**config.mk**
```make
export PLATFORM = sky130hd
export DESIGN_NAME = fifo_wr_arbiter
export DESIGN_NICKNAME = d
export VERILOG_FILES = /design/src/rtl/fifo_wr_arbiter_pkg.sv /design/src/rtl/fifo_wr_arbiter_rr_picker.sv /design/src/rtl/fifo_wr_arbiter.sv
export SDC_FILE = /design/constraint.sdc
export NUM_CORES = 1
export LEC_CHECK = 0
export CAP_MARGIN = 25
export CORE_ASPECT_RATIO = 0.5
export CORE_MARGIN = 3
export CORE_UTILIZATION = 44
export DETAILED_ROUTE_END_ITERATION = 8
export PLACE_DENSITY_LB_ADDON = 0.05
export SYNTH_ARGS = -nofsm -noshare
export SYNTH_HDL_FRONTEND = slang
export SYNTH_HIERARCHICAL = 1
export SYNTH_SLANG_ARGS = --single-unit
```
**constraint.sdc**
```tcl
create_clock -name i_clk -period 2.9 [get_ports i_clk]
set_input_delay 0.87 -clock i_clk [delete_from_list [all_inputs] [get_ports i_clk]]
set_output_delay 0.87 -clock i_clk [all_outputs]
set_load 0.05 [all_outputs]
```
**src/rtl/fifo_wr_arbiter_pkg.sv**
```systemverilog
// Shared types and defaults for the FIFO write-port arbiter.
// Imported by the arbiter top and its round-robin picker.
package fifo_wr_arbiter_pkg;

  typedef enum logic {
    S_IDLE  = 1'b0,
    S_BURST = 1'b1
  } state_t;

  localparam int DEF_NUM_REQ    = 4;
  localparam int DEF_DATA_WIDTH = 8;
  localparam int DEF_MAX_BURST  = 4;

endpackage

```
**src/rtl/fifo_wr_arbiter_rr_picker.sv**
```systemverilog
// Combinational round-robin picker: first set request after last_ptr.
// Returns the one-hot pick and its binary index.
module rr_priority_picker
  import fifo_wr_arbiter_pkg::*;
#(
  parameter int NUM_REQ = DEF_NUM_REQ,
  parameter int IW      = $clog2(NUM_REQ)
) (
  input  logic [NUM_REQ-1:0] req,
  input  logic [IW-1:0]      last_ptr,
  output logic [NUM_REQ-1:0] pick,
  output logic [IW-1:0]      pick_idx
);

  int          cand;
  logic [IW-1:0] c;
  logic        found;

  always_comb begin
    pick     = '0;
    pick_idx = '0;
    found    = 1'b0;
    cand     = 0;
    c        = '0;
    // Search starts one past the last owner and wraps modulo NUM_REQ
    for (int off = 1; off <= NUM_REQ; off++) begin
      cand = int'(last_ptr) + off;
      if (cand >= NUM_REQ) cand = cand - NUM_REQ;
      c = IW'(cand);
      if (!found && req[c]) begin
        found    = 1'b1;
        pick[c]  = 1'b1;
        pick_idx = c;
      end
    end
  end

endmodule

```
**src/rtl/fifo_wr_arbiter.sv**
```systemverilog
// Round-robin arbiter sharing one FIFO write port among NUM_REQ
// valid/ready producers, with bounded bursts and full/almostfull throttling.
module fifo_wr_arbiter
  import fifo_wr_arbiter_pkg::*;
#(
  parameter int NUM_REQ    = DEF_NUM_REQ,
  parameter int DATA_WIDTH = DEF_DATA_WIDTH,
  parameter int MAX_BURST  = DEF_MAX_BURST
) (
  input  logic                          i_clk,
  input  logic                          i_rst,
  input  logic [NUM_REQ-1:0]            i_req_valid,
  input  logic [NUM_REQ*DATA_WIDTH-1:0] i_req_data,
  output logic [NUM_REQ-1:0]            o_req_ready,
  input  logic                          i_full,
  input  logic                          i_almostfull,
  output logic                          o_wr_en,
  output logic [DATA_WIDTH-1:0]         o_wr_data,
  output logic [NUM_REQ-1:0]            o_grant,
  output logic                          o_busy
);

  localparam int CNT_WIDTH = $clog2(MAX_BURST + 1);
  localparam int IW        = $clog2(NUM_REQ);
  localparam logic [CNT_WIDTH-1:0] LAST_BEAT = CNT_WIDTH'(MAX_BURST - 1);

  state_t               state_q, state_n;
  logic [NUM_REQ-1:0]   grant_q, grant_n;
  logic [IW-1:0]        idx_q, idx_n;
  logic [IW-1:0]        last_q, last_n;
  logic [CNT_WIDTH-1:0] cnt_q, cnt_n;

  logic [NUM_REQ-1:0]   pick;
  logic [IW-1:0]        pick_idx;
  logic [NUM_REQ-1:0]   ready;
  logic                 beat;
  logic                 gvalid;

  rr_priority_picker #(
    .NUM_REQ (NUM_REQ),
    .IW      (IW)
  ) u_picker (
    .req      (i_req_valid),
    .last_ptr (last_q),
    .pick     (pick),
    .pick_idx (pick_idx)
  );

  always_ff @(posedge i_clk or posedge i_rst) begin
    if (i_rst) begin
      state_q <= S_IDLE;
      grant_q <= '0;
      idx_q   <= '0;
      last_q  <= IW'(NUM_REQ - 1);
      cnt_q   <= '0;
    end else begin
      state_q <= state_n;
      grant_q <= grant_n;
      idx_q   <= idx_n;
      last_q  <= last_n;
      cnt_q   <= cnt_n;
    end
  end

  assign ready  = (state_q == S_BURST && !i_full) ? grant_q : '0;
  assign beat   = |(ready & i_req_valid);
  assign gvalid = |(grant_q & i_req_valid);

  always_comb begin
    state_n = state_q;
    grant_n = grant_q;
    idx_n   = idx_q;
    last_n  = last_q;
    cnt_n   = cnt_q;
    unique case (state_q)
      S_IDLE: begin
        if (|i_req_valid && !i_full) begin
          state_n = S_BURST;
          grant_n = pick;
          idx_n   = pick_idx;
          cnt_n   = '0;
        end
      end
      S_BURST: begin
        if (beat) cnt_n = cnt_q + CNT_WIDTH'(1);
        // Release on exhausted burst, FIFO pressure, or owner dropping valid
        if (!gvalid ||
            (beat && (cnt_q == LAST_BEAT || i_almostfull))) begin
          state_n = S_IDLE;
          grant_n = '0;
          last_n  = idx_q;
        end
      end
    endcase
  end

  always_comb begin
    o_wr_data = '0;
    for (int k = 0; k < NUM_REQ; k++) begin
      if (grant_q[k]) o_wr_data = i_req_data[k*DATA_WIDTH +: DATA_WIDTH];
    end
  end

  assign o_req_ready = ready;
  assign o_wr_en     = beat;
  assign o_grant     = grant_q;
  assign o_busy      = (state_q == S_BURST);

endmodule

```
==> results_dict.tcl <==
set metrics [dict create \
    synth-xor-area-share_pct 0 \
    cp-end-kind "output port" \
    ys_types 49 \
    fillers 186 \
    path_clk_slew_ns 0.05 \
    num-nets-final 278 \
    ant_nets 0 \
    r2r_start "last_q[1]$_DFFE_PP1P_" \
    die-width_um 86.4 \
    cp_num_buf_inv 3 \
    drt_iter0_drc 71 \
    synth_fp_nets 215 \
    core-area_um2 2830 \
    path_delay_family "buffers and inverters" \
    rows 13 \
    worstHoldEndpoint "cnt_q[0]$_DFFE_PP0P_" \
    port_buffers 57 \
    netlist_area_um2 1420 \
    crit_required_ns 2.03 \
    irDropWorstVdd_mv 0.935 \
    layout_common_cells "43 x clkdlybuf4s50_1, 20 x nand2_1, 13 x buf_12, 13 x buf_4" \
    hp-class "reg -> reg" \
    pin_count 58 \
    holdCritStartpoint "cnt_q[0]$_DFFE_PP0P_" \
    die_height_um 46.2 \
    syn_inst 165 \
    period_share_pct 98.4 \
    avgSynthCellArea_um2 8.61 \
    synth_seq_area_share_pct 21.3 \
    clock_sinks 12 \
    synth-edff-count 0 \
    finalInstanceArea_um2 2290 \
    r2r_end "o_grant[3]$_DFFE_PP0P_" \
    postCtsSetupBuffers 0 \
    htree_num_levels 1 \
    grtUsageTotal_pct 23.5 \
    slowest_delay_ns 0.48 \
    cts_hold_buffers 0 \
    dpl_cell_area_um2 2230 \
    finalSetupViolations 0 \
    finClkSkew_ns 0.00222 \
    relSlewSlack_pct 61.7 \
    rsz0062_at_grt "false" \
    root_buffer "clkbuf_8" \
    reg2reg_slack_ns 0.64 \
    synth_ff_type "dfrtp_1" \
    tns_ns 0 \
    drive_gt1_share_pct 23.8 \
    synth_warnings 6 \
    start_kind "input pin" \
    crit_path_cell_trace "clkdlybuf4s50_1 > a22oi_1 > buf_4 > a21boi_4 > buf_12" \
    grt_antenna_before_repair 0 \
    overflow 0 \
    critPathMaxFanout 2 \
    fin_crit_ns 2.85 \
    synthMuxAreaShare_pct 6.95 \
    grt_max_degree 19 \
    synth_compound_area_share_pct 35.7 \
    synth-seq-cells 12 \
    cts_max_path_buffers 2 \
    p_leak_nw 0.923 \
    place.gp.congestion 0.894 \
    status "completed" \
    synth_simple_gate_area_share_pct 20.8 \
    powerDensity_nw_per_um2 1260 \
    cp_slowest_cell "clkdlybuf4s50_1" \
    synth_top_family_by_area "compound AO/OA/AOI/OAI gates" \
    reg2regPathDepth 8 \
    route.vias.total 1619 \
    drv_cap 0 \
    synthToLayoutAreaGrowth_pct 61.4 \
    drc_errors 0 \
    insertedDiodeCount 0 \
    clkLatencyLatePin_ns 0.24 \
    hold_depth 1 \
    drv_slew 0 \
    yosys.area_share.adder_pct 8.80 \
    initial_core_util_pct 50.2 \
    cts_made_buffers 3 \
    path_class "in -> out" \
    dp_hpwl_um 3610 \
    cts_tree "yes" \
    synth-async-reset-ratio_pct 100 \
    mostFrequentLayoutCell "clkdlybuf4s50_1" \
    wl_per_cell_um 17.1 \
    worst_pin_slew_ns 0.569 \
    grt_first_pass_wirelength_um 7340 \
    design.die.area_um2 3990 \
    grt_pass1_vias 1530 \
    drt-vias-per-instance 6.13 \
    wl_um 4520 \
    worst_hold_slack_ns 0.486 \
    final-hold-violation-count 0 \
    critPathArrivalTime_ns 1.98 \
    drtPass1Iterations 5 \
    max_freq_mhz 350 \
]
sequential cells by signal (all words and copies together), names as in the netlist:
| name | count |
|---|---|
| last_q | 2 |
| idx_q | 2 |
| o_grant | 4 |
| o_busy | 1 |
| cnt_q | 3 |
how the worst max path moves through the flow:
stage                                 startpoint            to  slack (ns)  cells after the start
after global routing              i_req_data[14]  o_wr_data[6]        0.02                      4
after global placement                    i_full       o_wr_en       -0.03                      4
after CTS                                 i_full       o_wr_en        0.02                      4
after floorplan           o_grant[2]$_DFFE_PP0P_  o_wr_data[0]        0.02                      4
final                             i_req_valid[0]       o_wr_en        0.05                      5
after detailed placement                  i_full       o_wr_en       -0.01                      4
area by class of cell:
type	instances	area [µm²]	area share [%]
Inverter	7	26.3	1.15
Tap cell	37	46.3	2.02
Multi-Input combinational cell	135	1080	46.9
Sequential cell	12	303	13.2
Clock buffer	4	55.1	2.40
Timing Repair Buffer	69	788	34.4
timing repair:
item | CTS | global route
endpoints found under the hold margin | 0 | 0
pin swaps | 0 | 0
endpoints found under the setup margin | 1 | 1
resized for setup | 1 | 1
worst reg2reg max path, cell delays in order, from the launching register on:
cell and delay (ns):
dfstp_2 0.53, inv_1 0.11, ha_1 0.42, mux4_2 0.44, nand2_1 0.11, o21ai_1 0.08, a221o_1 0.27, nand3_1 0.09
a22oi_1 0.07
where the power goes:
part	switching, mW	internal, mW
Combinational	1.32	1.05
Clock	0.0639	0.120
Sequential	0.0898	0.245
layer usage:
| layer | GRT usage (%) | part of all wire [%] | vias up |
|---|---|---|---|
| li1 | - | - | 759 |
| met5 | 0 | 0 | - |
| met3 | 5.71 | 9.2 | 4 |
| met1 | 29.2 | 43 | 765 |
| met4 | 1.86 | 0.64 | 0 |
| met2 | 43.9 | 47 | 91 |
cells in the mapped netlist (all sizes together) (4+ instances only):
library cell	n	area (µm²)
dfrtp	10	250
a221o	4	40.0
inv	6	22.5
a221oi	9	85.1
nor2b	9	56.3
a22oi	8	65.1
o211ai	4	30.0
and2	4	25.0
o31ai	9	67.6
nand2	20	75.1
nor2	5	23.8
ha	10	125
buf	6	45.0
nand3	4	20.0
clkbuf	5	20.0
o21ai	17	85.1
logic make-up after synthesis:
logic type,Yosys count
muxes,7
AOI/OAI and AO/OA,65
buffers and inverters,18
DFF,12
adders and majority gates,10
and+or+nand+nor,53
through the flow:
stage / worst slack [ns] / std cells / total power, mW / utilization, %
5_1_grt: 0.0214 / 264 / 3.04 / 81.1
6_report: 0.0461 / 264 / 2.88 / 81.1
2_1_floorplan: 0.0208 / 165 / 1.79 / -
4_1_cts: 0.0174 / 264 / 2.88 / 81.0
3_3_place_gp: -0.0298 / 260 / 2.64 / 78.8
3_5_place_dp: -0.0132 / 260 / 2.68 / 78.8
Power figures use the tool's default switching activity.
==> variant (same flow settings) <==
Set the package constant `DEF_DATA_WIDTH` to 6 (it was 8).
--- a/src/rtl/fifo_wr_arbiter_pkg.sv
+++ b/src/rtl/fifo_wr_arbiter_pkg.sv
@@ -9,5 +9,5 @@
 
   localparam int DEF_NUM_REQ    = 4;
-  localparam int DEF_DATA_WIDTH = 8;
+  localparam int DEF_DATA_WIDTH = 6;
   localparam int DEF_MAX_BURST  = 4;
 
Interface: changed (resized i_req_data and o_wr_data); port bits go from 58 to 48. No check against the original RTL was run, so the function may have changed too.
==> variant against the original RTL <==
Largest power group unchanged. Via count shrank 7.2%. Routed wire length is 7.0% lower. Synthesized area fell by 4.1%. First-iteration DRC count up 90%. Cell area is 7.5% lower. Core utilization fell by 4.3 points. Total power shrank 11%. Count of clock-buffer cells in the layout unchanged. Setup slack lost 0.016 ns. Largest cell class unchanged. Register-to-register slack about the same. Critical path depth shrank 1. Sequential cell count stayed put.
==> variant: results (changes against the original RTL) <==
* First-pass GRT wire length at 6780 um (was 7340 um)
* Post-Syn Instances at 154 (was 165)
* Compound-Gate Fraction of Synth Area at 34.9% (was 35.7%)
* Outcome: finished clean (unchanged)
* Adder-cell area share of the yosys netlist at 9.18% (was 8.80%)
* Routed WL at 4200 um (was 4520 um)
* Hpwl dp at 3190 um (was 3610 um)
* Met1 usage at 31.4% (was 29.2%)
* Setup WS pre-CTS at 0.0250 ns (was -0.0132 ns)
* Commonest cells in the netlist: 18 x nand2_1, 10 x dfrtp_1, 10 x ha_1, 10 x o21ai_0 (was 20 x nand2_1, 10 x dfrtp_1, 10 x ha_1, 10 x o21ai_0)
* IO buf count at 47 (was 57)
* Vias/cell at 6.16 (was 6.13)
* Leading post-synthesis cells by cell area: dfrtp_1 18%, ha_1 9.2%, nand2_1 5.0% (was dfrtp_1 18%, ha_1 8.8%, nand2_1 5.3%)
* Peak supply drop at 0.798 mV (was 0.935 mV)
* Avg WL per Cell at 17.2 um (was 17.1 um)
* Vias in the first global route at 1371 (was 1530)
* Met3 Resource Use GR at 4.74% (was 5.71%)
* Crit path DAT at 2.00 ns (was 1.98 ns)
* Slew HR at 61.2% (was 61.7%)
* Met2 Use GR at 37.2% (was 43.9%)
* Ys async rst share at 100% (unchanged)
* Diode count at 0 (unchanged)
* Pre-antenna DRT Iters at 4 (was 5)
* Fin nets at 250 (was 278)
* Setup Skew at 0.00118 ns (was 0.00222 ns)
* Share of cells above drive strength 1 at 23.7% (was 23.8%)
* Synthesized Nets at 196 (was 215)
* Max Fanout on Critical Path at 6 (was 2)
* Post-synthesis sequential area ratio at 22.2% (was 21.3%)
* Met1 WL at 1940 um (was 1930 um)
* FILL cells at 199 (was 186)
* Total GRT Usage at 22.7% (was 23.5%)
* Gp weighted congestion at 0.915 (was 0.894)
* Cells after DPL at 240 (was 260)
* Hold path depth at 1 (unchanged)
* Mux cell area share after synthesis at 7.25% (was 6.95%)
* Leakage at 0.853 nW (was 0.923 nW)
* Post-CTS setup buffers at 0 (unchanged)
* Routed wl met2 at 1850 um (was 2150 um)
* DRT iter0 DRCs at 135 (was 71)
* Total CTS buffers at 3 (unchanged)
* Metal3 WL at 372 um (was 416 um)
## variant: stage by stage
step	setup TNS, ns	area [sq um]	hold WS (ns)
floorplan	0	1390	0.449
global placement	0	2050	0.471
detailed placement	0	2050	0.475
CTS	0	2100	0.482
global route	-0.0212	2120	0.504
finish	0	2120	0.479
## variant: worst max-delay path, stage by stage
cell and delay (ns):
clkdlybuf4s50_1 0.41, and2b_1 0.30, a21boi_4 0.26, buf_12 0.16
## variant: how the worst max path moves through the flow
stage	from	to	slack [ns]	cells after the start
floorplan	o_grant[1]	o_wr_data[0]	0.03	4
global placement	i_req_valid[2]	o_wr_en	0.005	4
detailed placement	i_full	o_wr_en	0.03	4
CTS	i_full	o_wr_en	0.02	4
global route	i_full	o_wr_en	-0.02	4
finish	i_full	o_wr_en	0.03	4
## variant: where the power goes
| part | internal (mW) | switching (mW) | leakage, nW |
|---|---|---|---|
| registers | 0.245 | 0.0841 | 0.152 |
| logic | 0.896 | 1.15 | 0.672 |
| clock network | 0.120 | 0.0663 | 0.0288 |
| total | 1.26 | 1.30 | 0.853 |
## variant: layout make-up
cell class              instances  area share (%)
multi-input cells             127            48.3
repair buffers                 57            31.5
flip-flops and latches         12            14.3
clock buffers                   4            2.59
well taps                      37            2.18
inverters                       7            1.24
## variant: kinds of logic (layout without fill, tap and decap cells)
| logic type | Yosys count | count (layout) |
|---|---|---|
| AND/OR/NAND/NOR | 49 | 49 |
| adder cells (fa/ha/maj) | 10 | 10 |
| flip-flops | 12 | 12 |
| multiplexers | 7 | 7 |
| AO/OA/AOI/OAI | 61 | 61 |
| buffers and inverters | 15 | 68 |
## variant: timing repair
action	in CTS	in global routing
hold endpoints to repair	0	0
gates resized for setup	0	4
setup endpoints to repair	0	2
